**src/rtl/uart_tx_buffered.sv**
```systemverilog
// Purpose  : buffered 8N1 UART transmitter (8E1 when UART_TX_PARITY_EN is defined), LSB first.
// Latency  : byte accepted at edge N into an empty FIFO with the line idle leaves as a start bit from edge N+1.
// Backpress: data_ready = !full; a pop in the same cycle never frees a slot for a write while full.
//
// Optional feature macro: UART_TX_PARITY_EN (adds an even-parity bit between data bit 7 and stop).
//
// Ports (uart_tx_buffered):
//   clk, rst_n          system clock (rising edge), async active-low reset
//   data_in/data_valid  write port, byte accepted when data_valid && data_ready
//   data_ready          FIFO not full
//   mode                baud select: 0=9600, 1=115200, 2=57600, 3=19200, others=115200
//   tx_line             registered serial output, idle high
//   busy                frame in progress or bytes still queued
//   fifo_count          bytes waiting in the FIFO (not counting the one being shifted)

// Purpose  : generic single-clock FIFO, first-word fall-through read.
// Latency  : pushed word visible on pop_dat the cycle after the push edge.
// Backpress: push ignored when full, pop ignored when empty; count has one extra bit for full/empty.
//
// Ports: push/push_dat write side, pop/pop_dat read side, full/empty/count status.
module sync_fifo #(
  parameter int DW    = 8,
  parameter int DEPTH = 16
) (
  input  logic                     clk,
  input  logic                     rst_n,
  input  logic                     push,
  input  logic [DW-1:0]            push_dat,
  input  logic                     pop,
  output logic [DW-1:0]            pop_dat,
  output logic                     full,
  output logic                     empty,
  output logic [$clog2(DEPTH):0]   count
);
  localparam int AW = $clog2(DEPTH);

  logic [DW-1:0] mem_q [DEPTH];
  logic [DW-1:0] mem_d [DEPTH];
  logic [AW-1:0] wr_ptr_q, wr_ptr_d;
  logic [AW-1:0] rd_ptr_q, rd_ptr_d;
  logic [AW:0]   count_q, count_d;
  logic          push_ok, pop_ok;

  assign full    = (count_q == (AW+1)'(DEPTH));
  assign empty   = (count_q == '0);
  assign push_ok = push && !full;
  assign pop_ok  = pop && !empty;
  assign pop_dat = mem_q[rd_ptr_q];
  assign count   = count_q;

  always_comb begin
    mem_d    = mem_q;
    wr_ptr_d = wr_ptr_q;
    rd_ptr_d = rd_ptr_q;
    count_d  = count_q;
    if (push_ok) begin
      mem_d[wr_ptr_q] = push_dat;
      wr_ptr_d        = wr_ptr_q + AW'(1);
    end
    if (pop_ok) begin
      rd_ptr_d = rd_ptr_q + AW'(1);
    end
    // Simultaneous push and pop leaves the occupancy unchanged.
    case ({push_ok, pop_ok})
      2'b10:   count_d = count_q + (AW+1)'(1);
      2'b01:   count_d = count_q - (AW+1)'(1);
      default: count_d = count_q;
    endcase
  end

  always_ff @(posedge clk or negedge rst_n) begin
    if (!rst_n) begin
      wr_ptr_q <= '0;
      rd_ptr_q <= '0;
      count_q  <= '0;
    end else begin
      wr_ptr_q <= wr_ptr_d;
      rd_ptr_q <= rd_ptr_d;
      count_q  <= count_d;
    end
  end

  // Storage is not reset: entries are only read after being written.
  always_ff @(posedge clk) begin
    mem_q <= mem_d;
  end
endmodule

// Purpose  : buffered UART transmitter, FIFO in front of a start/data/[parity]/stop serialiser.
// Latency  : start bit from the edge after the first byte lands in an empty FIFO; frames back-to-back.
// Backpress: data_ready drops only when the FIFO is full; held writes wait, nothing is dropped.
module uart_tx_buffered #(
  parameter int CLK_FREQ   = 50000000,
  parameter int FIFO_DEPTH = 16
) (
  input  logic                          clk,
  input  logic                          rst_n,
  input  logic [7:0]                    data_in,
  input  logic                          data_valid,
  output logic                          data_ready,
  input  logic [3:0]                    mode,
  output logic                          tx_line,
  output logic                          busy,
  output logic [$clog2(FIFO_DEPTH):0]   fifo_count
);
  localparam int DIV_9600   = CLK_FREQ / 9600;
  localparam int DIV_19200  = CLK_FREQ / 19200;
  localparam int DIV_57600  = CLK_FREQ / 57600;
  localparam int DIV_115200 = CLK_FREQ / 115200;
  // The slowest baud gives the largest divisor.
  localparam int CNT_W      = $clog2(DIV_9600 + 1);

  typedef enum logic [2:0] {
    ST_IDLE,
    ST_START,
    ST_DATA,
`ifdef UART_TX_PARITY_EN
    ST_PARITY,
`endif
    ST_STOP
  } state_t;

  state_t             state_q, state_d;
  logic [CNT_W-1:0]   cnt_q, cnt_d;
  logic [CNT_W-1:0]   div_q, div_d;
  logic [2:0]         bit_idx_q, bit_idx_d;
  logic [7:0]         shift_q, shift_d;
  logic               tx_q, tx_d;

  logic [CNT_W-1:0]   div_sel;
  logic [CNT_W-1:0]   div_m1;
  logic [CNT_W-1:0]   cnt_dec;
  logic               bit_last;
  logic               fifo_pop;
  logic [7:0]         fifo_dat;
  logic               fifo_full;
  logic               fifo_empty;

  sync_fifo #(
    .DW    (8),
    .DEPTH (FIFO_DEPTH)
  ) u_fifo (
    .clk      (clk),
    .rst_n    (rst_n),
    .push     (data_valid),
    .push_dat (data_in),
    .pop      (fifo_pop),
    .pop_dat  (fifo_dat),
    .full     (fifo_full),
    .empty    (fifo_empty),
    .count    (fifo_count)
  );

  assign data_ready = !fifo_full;
  assign tx_line    = tx_q;
  assign busy       = (state_q != ST_IDLE) || (fifo_count != '0);

  always_comb begin
    case (mode)
      4'd0:    div_sel = CNT_W'(DIV_9600);
      4'd2:    div_sel = CNT_W'(DIV_57600);
      4'd3:    div_sel = CNT_W'(DIV_19200);
      default: div_sel = CNT_W'(DIV_115200);
    endcase
  end

  assign div_m1   = div_q - CNT_W'(1);
  assign cnt_dec  = cnt_q - CNT_W'(1);
  assign bit_last = (cnt_q == '0);

  always_comb begin
    state_d   = state_q;
    cnt_d     = cnt_q;
    div_d     = div_q;
    bit_idx_d = bit_idx_q;
    shift_d   = shift_q;
    tx_d      = tx_q;
    fifo_pop  = 1'b0;

    case (state_q)
      ST_IDLE: begin
        tx_d = 1'b1;
      end
      ST_START: begin
        if (bit_last) begin
          state_d   = ST_DATA;
          bit_idx_d = '0;
          cnt_d     = div_m1;
          tx_d      = shift_q[0];
        end else begin
          cnt_d = cnt_dec;
        end
      end
      ST_DATA: begin
        if (bit_last) begin
          cnt_d = div_m1;
          if (bit_idx_q == 3'd7) begin
`ifdef UART_TX_PARITY_EN
            state_d = ST_PARITY;
            tx_d    = ^shift_q;
`else
            state_d = ST_STOP;
            tx_d    = 1'b1;
`endif
          end else begin
            bit_idx_d = bit_idx_q + 3'd1;
            tx_d      = shift_q[bit_idx_q + 3'd1];
          end
        end else begin
          cnt_d = cnt_dec;
        end
      end
`ifdef UART_TX_PARITY_EN
      ST_PARITY: begin
        if (bit_last) begin
          state_d = ST_STOP;
          cnt_d   = div_m1;
          tx_d    = 1'b1;
        end else begin
          cnt_d = cnt_dec;
        end
      end
`endif
      ST_STOP: begin
        if (bit_last) begin
          state_d = ST_IDLE;
          tx_d    = 1'b1;
        end else begin
          cnt_d = cnt_dec;
        end
      end
      default: begin
        state_d = ST_IDLE;
        tx_d    = 1'b1;
      end
    endcase

    // Frame start from IDLE or straight out of the last stop cycle, so queued
    // bytes follow each other with no idle gap. mode is sampled only here.
    if (((state_q == ST_IDLE) || ((state_q == ST_STOP) && bit_last)) && !fifo_empty) begin
      fifo_pop = 1'b1;
      shift_d  = fifo_dat;
      div_d    = div_sel;
      cnt_d    = div_sel - CNT_W'(1);
      tx_d     = 1'b0;
      state_d  = ST_START;
    end
  end

  always_ff @(posedge clk or negedge rst_n) begin
    if (!rst_n) begin
      state_q   <= ST_IDLE;
      cnt_q     <= '0;
      div_q     <= '0;
      bit_idx_q <= '0;
      shift_q   <= '0;
      tx_q      <= 1'b1;
    end else begin
      state_q   <= state_d;
      cnt_q     <= cnt_d;
      div_q     <= div_d;
      bit_idx_q <= bit_idx_d;
      shift_q   <= shift_d;
      tx_q      <= tx_d;
    end
  end
endmodule
```
**config.mk**
```make
export PLATFORM = sky130hd
export DESIGN_NAME = uart_tx_buffered
export DESIGN_NICKNAME = d
export VERILOG_FILES = /design/src/rtl/uart_tx_buffered.sv
export SDC_FILE = /design/constraint.sdc
export NUM_CORES = 1
export LEC_CHECK = 0
export ABC_AREA = 0
export BUFFER_PORTS_ARGS = -buffer_cell sky130_fd_sc_hd__buf_4
export CORE_ASPECT_RATIO = 0.6
export CORE_MARGIN = 3
export CORE_UTILIZATION = 40
export DETAILED_ROUTE_END_ITERATION = 8
export SLEW_MARGIN = 20
export SYNTH_ARGS = -nofsm -noshare
export SYNTH_HDL_FRONTEND = slang
export SYNTH_SLANG_ARGS = --single-unit
```
**constraint.sdc**
```tcl
create_clock -name clk -period 8.1 [get_ports clk]
set_input_delay 1.62 -clock clk [delete_from_list [all_inputs] [get_ports clk]]
set_output_delay 1.62 -clock clk [all_outputs]
set_load 0.02 [all_outputs]
```
# After elaboration in Yosys (flattened, before gate mapping)
# Cells that the tools add are included.
op_classes:
  bitwise_logic: 2
  add_sub_neg: 8
  reduce_logical: 23
  n_eq_ne: 18
  n_lt_le_gt_ge: 4
  n_mux: 30
ops:
  columns: ["op", "count"]
  rows:
  - ["$bwmux 128", 1]
  - ["$mux 13", 3]
  - ["$pmux 13 s3", 1]
  - ["$sub 13x1->13 const B", 3]
  - ["$bmux 8 s4", 1]
  - ["$demux 8 s4", 1]
  - ["$pmux 13 s2", 1]
  - ["$mux 8", 3]
  - ["$mux 3", 7]
  - ["$logic_not 13->1", 1]
  - ["$pmux 3 s4", 1]
  - ["$ge 5x5->1 const B", 2]
  - ["$not 4->5", 2]
  - ["$pmux 5 s2", 1]
  - ["$ne 3x3->1 const B", 3]
  - ["$add 4x1->4 const B", 2]
  - ["$eq 4x2->1 const B", 2]
  - ["$mux 1", 7]
  - ["$eq 3x2->1 const B", 2]
  - ["$ne 2x2->1 const B", 3]
  - ["$ne 3x2->1 const B", 2]
  - ["$pmux 3 s2", 1]
  - ["$reduce_bool 3->1", 2]
  - ["$add 5x1->5 const B", 1]
  - ["other kinds (25)", 32]
word_totals:
  output_inout_bits: 8
  elab_cells: 110
  ff_bits: 182
  inputBits: 15

# Logic depth before layout (Yosys ltp)
depth:
  depth_word: 8
  mapped_depth: 16
  ltp_nobuf: 14

# By module
# From an unflattened synthesis, not the netlist that was laid out.
unflattened:
  cells_unflattened: 587
  area_unflattened_um2: 8120.3
by_module_without_submodules:
  columns: ["module", "seq_area_each_um2", "area_each_um2", "cells_per_inst", "instances"]
  rows:
  - ["sync_fifo", 4169.0, 5824.3, 332, 1]
  - ["uart_tx_buffered", 902.1, 2296.0, 255, 1]

# Worst setup path before layout
# No wires, ideal clock.
synth_path:
  path_kind: "in2reg"
  startpoint: "input port data_valid"
  endpoint: "register u_fifo.count_q[4], in the netlist u_fifo.count[4]"
  stages: 11
  slack_ns: 4.364
  t_arrival_ns: 3.657
  cell_sequence: "and2_1 > clkbuf_1 > inv_1 > ha_1 > xor2_1 > ha_1 > o21a_1 > o221a_2 > or3_1 > a21oi_1 > xor2_1"
synth_via:
  elab_chain_cells: 3
  word_cells_on_any_way: 5
  cone_classes: "2 x eq/ne; 1 x mux; 2 x reduce/logical"
synth_rtl:
  columns: ["item", "line_no", "rtl"]
  rows:
  - ["from (decl)", "99", "input logic data_valid,"]
  - ["$logic_and 1x1->1 (*)", "46", "assign push_ok = push && !full;"]
  - ["$eq 2x1->1 / $eq 2x2->1 (equally long branches)", "64", "case ({push_ok, pop_ok})"]
  - ["$pmux 5 s2 / $reduce_bool 2->1 (equally long branches)", null, null]
  - ["to (signal assigned)", "79", "count_q <= count_d;"]
  - ["to (decl)", "41", "logic [AW:0] count_q, count_d;"]
# Mark *: on every way between the ends. The rest lies on a longest branch, timed or not.
# A chain may end at the register's enable or synchronous reset.

# Worst setup path after layout
layout_path:
  startpoint: "register u_fifo.count_q[2], in the netlist u_fifo.count[2]"
  endpoint: "register u_fifo.count_q[4], in the netlist u_fifo.count[4]"
layout_via:
  elab_chain_cells: 7
  word_cells_on_any_way: 14
  cone_classes: "2 x add/sub; 3 x eq/ne; 2 x mux; 7 x reduce/logical"
layout_rtl:
  columns: ["item", "line_no", "rtl"]
  rows:
  - ["$logic_not 5->1", "45", "assign empty = (count_q == '0);"]
  - ["$logic_not 1->1", "47, 240", null]
  - ["$logic_and 1x1->1", "240", "if (((state_q == ST_IDLE) || ((state_q == ST_STOP) && bit_last)) && !fifo_empty) begin"]
  - ["$mux 1", "240", null]
  - ["$logic_and 1x1->1", "47", "assign pop_ok = pop && !empty;"]
  - ["$eq 2x1->1 / $eq 2x2->1 (equally long branches)", "64", null]
  - ["$pmux 5 s2 / $reduce_bool 2->1 (equally long branches)", null, null]
# Parallel ways exist; a longest one is shown, timed or not.

==> flow_summary.ini <==
[status]
outcome = completed

[die]
rows = 39
die_area_um2 = 21600
die_x_um = 188
coreArea_um2 = 19200
die-height_um = 115
io_pins = 23
start_util = 0.412

[clock_network]
clk_path_buf_depth = 2
post_cts_buffers = 0
clk_root_buffer_cell = clkbuf_16
clock_latency_ns = 0.43
cts_tree = done
clkTransAtPathRegs_ns = 0.08
cts_sinks = 177
post_cts_resized = 0
cts_htree_levels = 4
cts_buffers = 17
ctsHoldBuffers = 0

[logic_synthesis]
syn_inst = 547
ys_ff_latch = 177
avgSynthCellArea_um2 = 14.5
yosysSeqAreaShare = 0.640
yosys.area_share.adder = 0.0300
ys.warnings.count = 0
yosys.area_share.simple = 0.0849
synth_async_sr_flop_share = 0.277
syn_area_um2 = 7920
synth_top_family_by_area = multiplexers
synth_edf_count = 128
yosys.area.top_type = edfxtp_1
synth_top_area_frac = 0.485
yosys.cell_count.top_type = edfxtp_1
ys_types = 63
synth_flop_cell = edfxtp_1
muxShareOfSynthArea = 0.101
synth_compound_area_frac = 0.0959
synthTopCellsByArea = edfxtp_1 49%, dfrtp_1 15%, mux4_2 7.4%, ha_1 3.0%, mux2i_1 2.4%
synth_commonest_cells = 128 x edfxtp_1, 48 x dfrtp_1, 41 x nand2_1
syn-num-nets = 581
synth-xor-area-share = 0.0221

[grt]
first_global_vias = 4530
grtUsageTotal = 0.170
grt.overflow.total = 0
antenna_found_initial = 0
grt_pass1_wl_um = 27300
grt_start_max_net_pins = 50

[setup_path]
crit_chain = nor4_1 -> nor2b_1 -> or2_1 -> clkinv_4 -> ha_1 -> xor2_1 -> ha_1 -> o21a_1 -> o221a_2 -> or3_1 -> a21oi_1 -> xor2_1
cp_data_required_time_ns = 8.46
critPathCaptureType = register
critical_path_class = reg -> reg
crit_family = simple AND/OR/NAND/NOR gates
critPathMaxFanout = 26
slowest_delay_ns = 0.48
critPathLaunchType = register
critPathBufInv = 1
arrival_ns = 4.04
crit_slowest_cell = nor2b_1

[sta]
skew_ns = 0.0140
timing.fmax_mhz = 271
grt_setup_unrepaired = no
holdWs_ns = 0.489
maxSlewHeadroom = 0.272
finalHoldViolCount = 0
setup_violations = 0
fin_crit_sh = 0.455
max_slew.worst_pin.slew_ns = 1.08
period_minus_slack_ns = 3.69
maxSlewViolCount = 0
tns_ns = 0

[pwr]
vdd_drop_max_mv = 0.175
power_per_cell_area_nw_per_um2 = 363
p_leak_nw = 3.24

[placed_design]
io_buffers = 22
place.gp.congestion = 0.821
dp_hpwl_um = 11700

[route]
route.vias.total = 4686
ant_nets = 0
route.met3.wl_um = 1230
wl_per_cell_um = 20.5
drc = 0
vias_per_cell = 5.55
finalWirelength_um = 17300
met1_length_um = 8710
drt-initial-drc-count = 531
wl_met2_um = 7230
top_layer_used = met4
drtPass1Iterations = 5

[finish]
fill_cells = 1681
regArea_um2 = 5070
drive_gt1_frac = 0.166
multi_input_area_um2 = 2650
synthToLayoutAreaGrowth_pct = 12.4
n_antenna_cell = 0
fin_nets = 600

[worst_hold_path]
hp-class = reg -> reg

[job]
max_cap_violations = 0
==> state kept, by name (all words and copies together) (netlist names) <==
name,count
u_fifo.count,5
u_fifo.wr_ptr_q,4
state_q,2
tx_line,1
cnt_q,13
div_q,9
shift_q,8
u_fifo.mem_q,128
bit_idx_q,3
u_fifo.rd_ptr_q,4
==> metrics by stage <==
stage / power (mW) / utilization / setup slack [ns] / cells / cell area [um^2]
detailed placement: 2.44 / 0.433 / 4.19 / 813 / 8330
floorplan: 2.12 / - / 4.36 / 547 / 7920
CTS: 3.24 / 0.463 / 4.46 / 844 / 8890
global placement: 2.41 / 0.433 / 4.27 / 813 / 8330
finish: 3.23 / 0.463 / 4.41 / 844 / 8900
global route: 3.43 / 0.463 / 4.22 / 844 / 8900
==> cells by family after synthesis <==
| family | after synthesis |
|---|---|
| adder cells (fa/ha/maj) | 19 |
| AO/OA/AOI/OAI | 109 |
| buffers and inverters | 45 |
| multiplexers | 47 |
| XOR/XNOR | 20 |
| AND/OR/NAND/NOR | 130 |
| flip-flops | 177 |
==> final cells by class <==
type                            instances  area share
Clock buffer                           19      0.0487
Clock inverter                         12      0.0150
Inverter                               17     0.00773
Multi-Input combinational cell        325       0.298
Sequential cell                       177       0.570
Tap cell                              266      0.0374
Timing Repair Buffer                   28      0.0236
==> worst paths after layout <==
path	startpoint	end	slack [ns]	cells past startpoint
worst max-delay path	u_fifo.count[2]	u_fifo.count[4]	4.41	12
worst min-delay path	shift_q[2]	shift_q[2]	0.49	2
worst max register to register	u_fifo.count[2]	u_fifo.count[4]	4.41	12
worst min register to register	shift_q[2]	shift_q[2]	0.49	2
max in group asynchronous	rst_n	u_fifo.rd_ptr_q[0]	6.39	1
min in group asynchronous	rst_n	div_q[4]	1.21	1
==> metal layers <==
metal | GRT usage | vias up
met1 | 0.267 | 2384
met5 | 0 | -
met3 | 0.0408 | 14
li1 | - | 2157
met2 | 0.235 | 131
met4 | 0.0420 | 0
==> tightest hold or removal path, stage by stage, from the launching register on <==
cell and delay, ns:
dfrtp_1 0.35, nand2_1 0.05, o21ai_1 0.06
==> power breakdown <==
part,total [mW],internal (mW),switching [mW]
sequential,1.32,1.15,0.166
combinational,1.11,0.463,0.645
clock,0.807,0.455,0.352
total,3.23,2.07,1.16
==> cells in the final DEF, fill, tap and decap left out, drive strengths merged, types with 9 or more instances in the layout <==
cell type	count
nor2	32
mux2i	19
nor3	14
xor2	9
xnor2	11
a21oi	14
a21o	12
clkbuf	19
mux4	26
buf	28
edfxtp	128
dfrtp	48
nand2	41
ha	19
o21ai	28
inv	19
a221oi	9
(Power assumes the default switching activity.)
